**src/rtl/pulse_gen_multi_if.sv**
```systemverilog
// Bus bundle for pulse_gen_multi: per-channel controls toward the generator, strobes back.
// The master side drives the controls; the slave side (the generator) drives the strobes.
interface pulse_gen_multi_if #(
   parameter int CHANNELS  = 4,
   parameter int CNT_WIDTH = 16
);
   logic [CHANNELS-1:0]           EN_IN;
   logic [CHANNELS-1:0]           ONESHOT_IN;
   logic [CHANNELS-1:0]           TRIG_IN;
   logic [CHANNELS*CNT_WIDTH-1:0] PERIOD_IN;
   logic [CHANNELS*CNT_WIDTH-1:0] WIDTH_IN;
   logic [CHANNELS-1:0]           PULSE_OUT;
   logic [CHANNELS-1:0]           TICK_OUT;
   logic [CHANNELS-1:0]           DONE_OUT;
   logic [CHANNELS-1:0]           BUSY_OUT;

   modport master (
      output EN_IN, ONESHOT_IN, TRIG_IN, PERIOD_IN, WIDTH_IN,
      input  PULSE_OUT, TICK_OUT, DONE_OUT, BUSY_OUT
   );

   modport slave (
      input  EN_IN, ONESHOT_IN, TRIG_IN, PERIOD_IN, WIDTH_IN,
      output PULSE_OUT, TICK_OUT, DONE_OUT, BUSY_OUT
   );
endinterface

```
**src/rtl/pulse_gen_multi.sv**
```systemverilog
// N-channel programmable pulse generator with periodic/one-shot modes.
// Each channel is an independent IDLE/RUN machine, and every output it drives is registered.
module pulse_gen_multi #(
   parameter int CHANNELS  = 4,
   parameter int CNT_WIDTH = 16
) (
   input  logic               CLK_IN,
   input  logic               RST_IN,
   pulse_gen_multi_if.slave   bus
);
   typedef enum logic {IDLE = 1'b0, RUN = 1'b1} state_t;

   for (genvar k = 0; k < CHANNELS; k++) begin : g_ch
      state_t               state, state_nxt;
      logic [CNT_WIDTH-1:0] cnt, cnt_nxt;
      logic [CNT_WIDTH-1:0] per, per_nxt;
      logic [CNT_WIDTH-1:0] wid, wid_nxt;
      logic                 mode, mode_nxt;
      logic                 pulse_q, tick_q, done_q, busy_q;
      logic                 pulse_nxt, tick_nxt, done_nxt, busy_nxt;
      logic [CNT_WIDTH-1:0] per_in, wid_in, per_in_clamped, cnt_inc;
      logic                 en, start, wrap;

      assign en             = bus.EN_IN[k];
      assign per_in         = bus.PERIOD_IN[k*CNT_WIDTH +: CNT_WIDTH];
      assign wid_in         = bus.WIDTH_IN[k*CNT_WIDTH +: CNT_WIDTH];
      // A zero period behaves as one, so the channel ticks every cycle instead of stalling.
      assign per_in_clamped = (per_in == '0) ? CNT_WIDTH'(1) : per_in;
      assign start          = en && (!bus.ONESHOT_IN[k] || bus.TRIG_IN[k]);
      assign wrap           = (cnt == per - CNT_WIDTH'(1));
      assign cnt_inc        = cnt + CNT_WIDTH'(1);

      always_ff @(posedge CLK_IN) begin
         if (RST_IN) begin
            state   <= IDLE;
            cnt     <= '0;
            per     <= '0;
            wid     <= '0;
            mode    <= 1'b0;
            pulse_q <= 1'b0;
            tick_q  <= 1'b0;
            done_q  <= 1'b0;
            busy_q  <= 1'b0;
         end else begin
            state   <= state_nxt;
            cnt     <= cnt_nxt;
            per     <= per_nxt;
            wid     <= wid_nxt;
            mode    <= mode_nxt;
            pulse_q <= pulse_nxt;
            tick_q  <= tick_nxt;
            done_q  <= done_nxt;
            busy_q  <= busy_nxt;
         end
      end

      // Period, width and mode are only taken from the inputs when a new period begins.
      always_comb begin
         state_nxt = state;
         cnt_nxt   = cnt;
         per_nxt   = per;
         wid_nxt   = wid;
         mode_nxt  = mode;
         case (state)
            IDLE: begin
               if (start) begin
                  state_nxt = RUN;
                  cnt_nxt   = '0;
                  per_nxt   = per_in_clamped;
                  wid_nxt   = wid_in;
                  mode_nxt  = bus.ONESHOT_IN[k];
               end
            end
            RUN: begin
               if (!en) begin
                  state_nxt = IDLE;
                  cnt_nxt   = '0;
               end else if (wrap) begin
                  cnt_nxt = '0;
                  if (mode) begin
                     state_nxt = IDLE;
                  end else begin
                     per_nxt  = per_in_clamped;
                     wid_nxt  = wid_in;
                     mode_nxt = bus.ONESHOT_IN[k];
                  end
               end else begin
                  cnt_nxt = cnt_inc;
               end
            end
            default: begin
               state_nxt = IDLE;
               cnt_nxt   = '0;
            end
         endcase
      end

      always_comb begin
         pulse_nxt = 1'b0;
         tick_nxt  = 1'b0;
         done_nxt  = 1'b0;
         busy_nxt  = 1'b0;
         case (state)
            IDLE: begin
               if (start) begin
                  tick_nxt  = 1'b1;
                  pulse_nxt = (wid_in != '0);
                  busy_nxt  = 1'b1;
               end
            end
            RUN: begin
               if (en) begin
                  if (wrap && mode) begin
                     done_nxt = 1'b1;
                  end else if (wrap) begin
                     tick_nxt  = 1'b1;
                     pulse_nxt = (wid_in != '0);
                     busy_nxt  = 1'b1;
                  end else begin
                     pulse_nxt = (cnt_inc < wid);
                     busy_nxt  = 1'b1;
                  end
               end
            end
            default: begin
               busy_nxt = 1'b0;
            end
         endcase
      end

      assign bus.PULSE_OUT[k] = pulse_q;
      assign bus.TICK_OUT[k]  = tick_q;
      assign bus.DONE_OUT[k]  = done_q;
      assign bus.BUSY_OUT[k]  = busy_q;
   end
endmodule

```
**src/flat_wrapper.sv**
```systemverilog
// flat-port wrapper written by rule: the top's interface ports become plain ports
module pulse_gen_multi_flat 
#(
   parameter int CHANNELS  = 4,
   parameter int CNT_WIDTH = 16
)
  (CLK_IN, RST_IN, bus_EN_IN, bus_ONESHOT_IN, bus_TRIG_IN, bus_PERIOD_IN, bus_WIDTH_IN, bus_PULSE_OUT, bus_TICK_OUT, bus_DONE_OUT, bus_BUSY_OUT);
  pulse_gen_multi_if #(.CHANNELS(CHANNELS), .CNT_WIDTH(CNT_WIDTH)) bus_i ();
  input  logic CLK_IN;
  input  logic RST_IN;
  input wire logic [$bits(bus_i.EN_IN)-1:0] bus_EN_IN;
  input wire logic [$bits(bus_i.ONESHOT_IN)-1:0] bus_ONESHOT_IN;
  input wire logic [$bits(bus_i.TRIG_IN)-1:0] bus_TRIG_IN;
  input wire logic [$bits(bus_i.PERIOD_IN)-1:0] bus_PERIOD_IN;
  input wire logic [$bits(bus_i.WIDTH_IN)-1:0] bus_WIDTH_IN;
  output wire logic [$bits(bus_i.PULSE_OUT)-1:0] bus_PULSE_OUT;
  output wire logic [$bits(bus_i.TICK_OUT)-1:0] bus_TICK_OUT;
  output wire logic [$bits(bus_i.DONE_OUT)-1:0] bus_DONE_OUT;
  output wire logic [$bits(bus_i.BUSY_OUT)-1:0] bus_BUSY_OUT;
  assign bus_i.EN_IN = bus_EN_IN;
  assign bus_i.ONESHOT_IN = bus_ONESHOT_IN;
  assign bus_i.TRIG_IN = bus_TRIG_IN;
  assign bus_i.PERIOD_IN = bus_PERIOD_IN;
  assign bus_i.WIDTH_IN = bus_WIDTH_IN;
  assign bus_PULSE_OUT = bus_i.PULSE_OUT;
  assign bus_TICK_OUT = bus_i.TICK_OUT;
  assign bus_DONE_OUT = bus_i.DONE_OUT;
  assign bus_BUSY_OUT = bus_i.BUSY_OUT;
  pulse_gen_multi #(.CHANNELS(CHANNELS), .CNT_WIDTH(CNT_WIDTH)) u_core (.CLK_IN(CLK_IN), .RST_IN(RST_IN), .bus(bus_i));
endmodule
```
**config.mk**
```make
export PLATFORM = sky130hd
export DESIGN_NAME = pulse_gen_multi_flat
export DESIGN_NICKNAME = d
export VERILOG_FILES = /design/src/rtl/pulse_gen_multi_if.sv /design/src/rtl/pulse_gen_multi.sv /design/src/flat_wrapper.sv
export SDC_FILE = /design/constraint.sdc
export NUM_CORES = 1
export LEC_CHECK = 0
export CELL_PAD_IN_SITES_DETAIL_PLACEMENT = 2
export CELL_PAD_IN_SITES_GLOBAL_PLACEMENT = 2
export CORE_UTILIZATION = 31
export DETAILED_ROUTE_END_ITERATION = 12
export PLACE_DENSITY = 0.87
export SETUP_SLACK_MARGIN = 0.2
export SLEW_MARGIN = 20
export SYNTH_ARGS = -nofsm -noshare
export SYNTH_HDL_FRONTEND = slang
export SYNTH_SLANG_ARGS = --single-unit
```
**constraint.sdc**
```tcl
create_clock -name CLK_IN -period 3.1 [get_ports CLK_IN]
set_input_delay 0.93 -clock CLK_IN [delete_from_list [all_inputs] [get_ports CLK_IN]]
set_output_delay 0.93 -clock CLK_IN [all_outputs]
set_load 0.005 [all_outputs]
```
==> run metrics <==
status finished with violations; failing checks setup timing; Syn-to-layout area delta 46.7%; Initial DRC Count 1051; CP Launch Point u_core.g_ch[0].per[11]$_SDFFE_PP0P_; first-pass GRT wire length about 100 mm; syn nets around 2100; RSZ-0062 raised after global routing yes; power per cell area approximately 430 nW/µm²; Worst Max-Slew Pin Slew 0.839 ns; largest net degree at the start of global routing between 100 and 150; slowest CP cell dfxtp_1; drt pass-1 iters 5; CP Cell Sequence xnor2_1 > a211oi_2 > a22oi_2 > or4_4 > nor4b_4 > nor3b_4 > buf_6 > buf_12 > mux2i_1 > o311ai_1; ANT nets after route 0; Cells after Synth 1842; Final Hold Violating Endpoints 0; pins over their slew limit 0; minimum clock period 3.53 ns; grt ovf 0; Netlist cell types 77; DP Area 17200 µm²; Finished Cell Area 21300 µm²; leading area contributor after synthesis dfxtp_1; Yosys top cell area share between 20% and 30%; Routed wire per std cell about 30 µm; HPWL Detailed ~39 mm; Total GRT Usage 26.5%; number of global-route vias before repair 17400; CTS Sinks 212; Mean Syn Cell Area 7.90 µm²; Synth Flop Type dfxtp_1; clock latency on the worst-skew pair 0.59 ns; type of destination of the critical path flip-flop; CTS Buf Count 28; Initial Util 31.3%; initial antenna violation count 0; Cells after DPL 2574; Crit path largest cell delay 0.64 ns; register-to-register setup slack -0.43 ns; NumNets Final 2313; H-tree depth 1; Worst Setup EP u_core.g_ch[0].wid[5]$_SDFFE_PP0P_; PortBufs approximately 160; layout filler cell count just under 5000; ANT cells 0; Syn Std Cell Area 14500 µm²; Core ar. about 46000 µm²; clk buf depth 3; Final GP Congestion approximately 0.88; final worst-path cycle share 114%; post-route setup slack -0.431 ns; TritonCTS clock tree built; layout cells sized above 1 between 20% and 30%; Worst Hold Class reg2reg; Placement Setup Slack -0.268 ns; Worst Path Required 3.52 ns; FF+latch count, synth 212; Register Area 4310 µm²; DRC violations left 0; Worst Path Arrival 3.96 ns; Worst R2R Path Depth 10; multi-input logic area 11100 µm²; Peak VDD IR 0.525 mV; sequential area share after synthesis 29.2%; Die Y 219 µm; top cells by area, synth dfxtp_1 29%, mux2i_1 7.2%, ha_1 5.8%; final setup fails between 100 and 150; Yosys warning count 0; Static Leak between 8 and 9 nW; CP Class reg2reg; Achievable Freq about 280 MHz; number of synthesized flops with an enable pin 0; Site Rows 79; Die Area around 48000 µm²; Worst Path Max Fanout 8; Post-Route WL 82.0 mm; vias post-DR 16500; register clock-pin slew on the reported worst setup and hold paths 0.07 ns; clock skew 0.0345 ns; via/cell ratio 6.04; top cells by count, synth 212 x dfxtp_1, 212 x nor2_1, 172 x nand2_1; Ports 158; worst r2r src u_core.g_ch[0].per[11]$_SDFFE_PP0P_; crit start category flip-flop; Max-Cap Viols 0; Die Wd 219 µm; Slew HR 44.1%; fin cells 2732; root buf cell clkbuf_16; Async S/R FF share, synth 0%; worst reg2reg endpoint u_core.g_ch[0].wid[5]$_SDFFE_PP0P_
final cells by class:
cell class | count | share of cell area, %
Clock buffer | 39 | 4.00
Multi-Input combinational cell | 1414 | 52.1
Sequential cell | 212 | 20.2
Clock inverter | 13 | 0.891
Inverter | 83 | 1.47
Timing Repair Buffer | 364 | 17.8
Tap cell | 607 | 3.56
what timing repair did:
action | in CTS | in global routing
setup buffers | 39 | 49
pin swaps | 56 | 165
gates cloned | 10 | 8
hold buffers | 0 | 0
resized for setup | 168 | 289
endpoints found under the setup margin | 185 | 188
hold endpoints to repair | 0 | 0
through the flow:
step / power, mW / util (%) / setup TNS, ns / hold slack (ns)
CTS: 8.66 / 42.0 / 0 / 0.505
finish: 9.23 / 45.9 / -18.00 / 0.515
global placement: 4.59 / 37.0 / 0 / 0.475
detailed placement: 4.71 / 37.0 / -0.957 / 0.490
floorplan: 4.02 / - / 0 / 0.445
global route: 9.47 / 45.9 / -24.29 / 0.557
cell families (layout without fill, tap and decap cells):
| logic type | count (synthesis) | after routing | synth area share [%] |
|---|---|---|---|
| simple gates | 805 | 805 | 28.8 |
| compound gates | 313 | 314 | 14.6 |
| buf+inv | 217 | 499 | 6.84 |
| flops | 212 | 212 | 29.2 |
| xor+xnor | 119 | 119 | 7.26 |
| mux | 108 | 108 | 7.47 |
| fa+ha+maj | 68 | 68 | 5.85 |
state kept, by name, summed over array words and instances, names as in the netlist:
signal / flops
u_core.g_ch.busy_q: 2
u_core.g_ch.tick_q: 4
u_core.g_ch.done_q: 4
u_core.g_ch.pulse_q: 4
u_core.g_ch.wid: 64
u_core.g_ch.cnt: 64
u_core.g_ch.state: 2
u_core.g_ch.mode: 4
u_core.g_ch.per: 64
report_power, final:
part           switching [mW]  internal (mW)
Combinational            1.33           1.05
Clock                    1.50           2.32
Sequential              0.172           2.85
Total                    3.00           6.23
worst min path at each step:
stage                                   startpoint                             endpoint  slack, ns  cells past startpoint
2_1_floorplan     u_core.g_ch[3].mode$_SDFFE_PP0P_     u_core.g_ch[3].mode$_SDFFE_PP0P_       0.44                      2
3_3_place_gp      u_core.g_ch[2].mode$_SDFFE_PP0P_     u_core.g_ch[2].busy_q$_SDFF_PP0_       0.47                      1
3_5_place_dp    u_core.g_ch[2].wid[1]$_SDFFE_PP0P_   u_core.g_ch[2].wid[1]$_SDFFE_PP0P_       0.49                      2
4_1_cts           u_core.g_ch[2].mode$_SDFFE_PP0P_     u_core.g_ch[2].busy_q$_SDFF_PP0_       0.50                      1
5_1_grt         u_core.g_ch[2].wid[6]$_SDFFE_PP0P_   u_core.g_ch[2].wid[6]$_SDFFE_PP0P_       0.56                      2
6_report       u_core.g_ch[2].wid[13]$_SDFFE_PP0P_  u_core.g_ch[2].wid[13]$_SDFFE_PP0P_       0.52                      2
cells in the final DEF (no fill, tap or decap), types with 12 or more instances in the layout:
cell,count
ha_4,12
or4b_4,29
xor2_1,30
nand2_4,14
nor3_1,60
a31oi_1,14
nor4_1,34
ha_1,56
nor2b_1,28
nand2b_1,19
and3_4,13
and3_1,14
clkbuf_16,36
nand2_1,149
clkdlybuf4s50_1,154
nor2_1,201
dfxtp_1,177
mux2i_2,15
a21o_1,15
o311ai_1,32
nand4_1,22
or2_2,13
dfxtp_2,26
o21ai_0,41
xnor2_1,72
a21oi_1,63
nand3_1,35
buf_12,18
mux2i_1,79
buf_4,134
inv_1,78
a22oi_1,15
nand3_2,31
nor3b_1,36
buf_6,36
critical path: cells and delay by family (launching register included):
family,cells,cell delay [ns]
buf+inv,2,0.32
xor+xnor,1,0.25
flops,1,0.64
mux,1,0.30
compound gates,3,0.69
simple gates,3,1.16
per-layer routing:
layer	vias up	track usage (%)	routed length, µm
met2	720	50.5	42200
met1	8344	29.4	30500
met3	347	2.99	3820
met4	0	10.9	5450
met5	-	0	0
li1	7103	-	-
No activity file was read; power rests on OpenSTA's default activity.
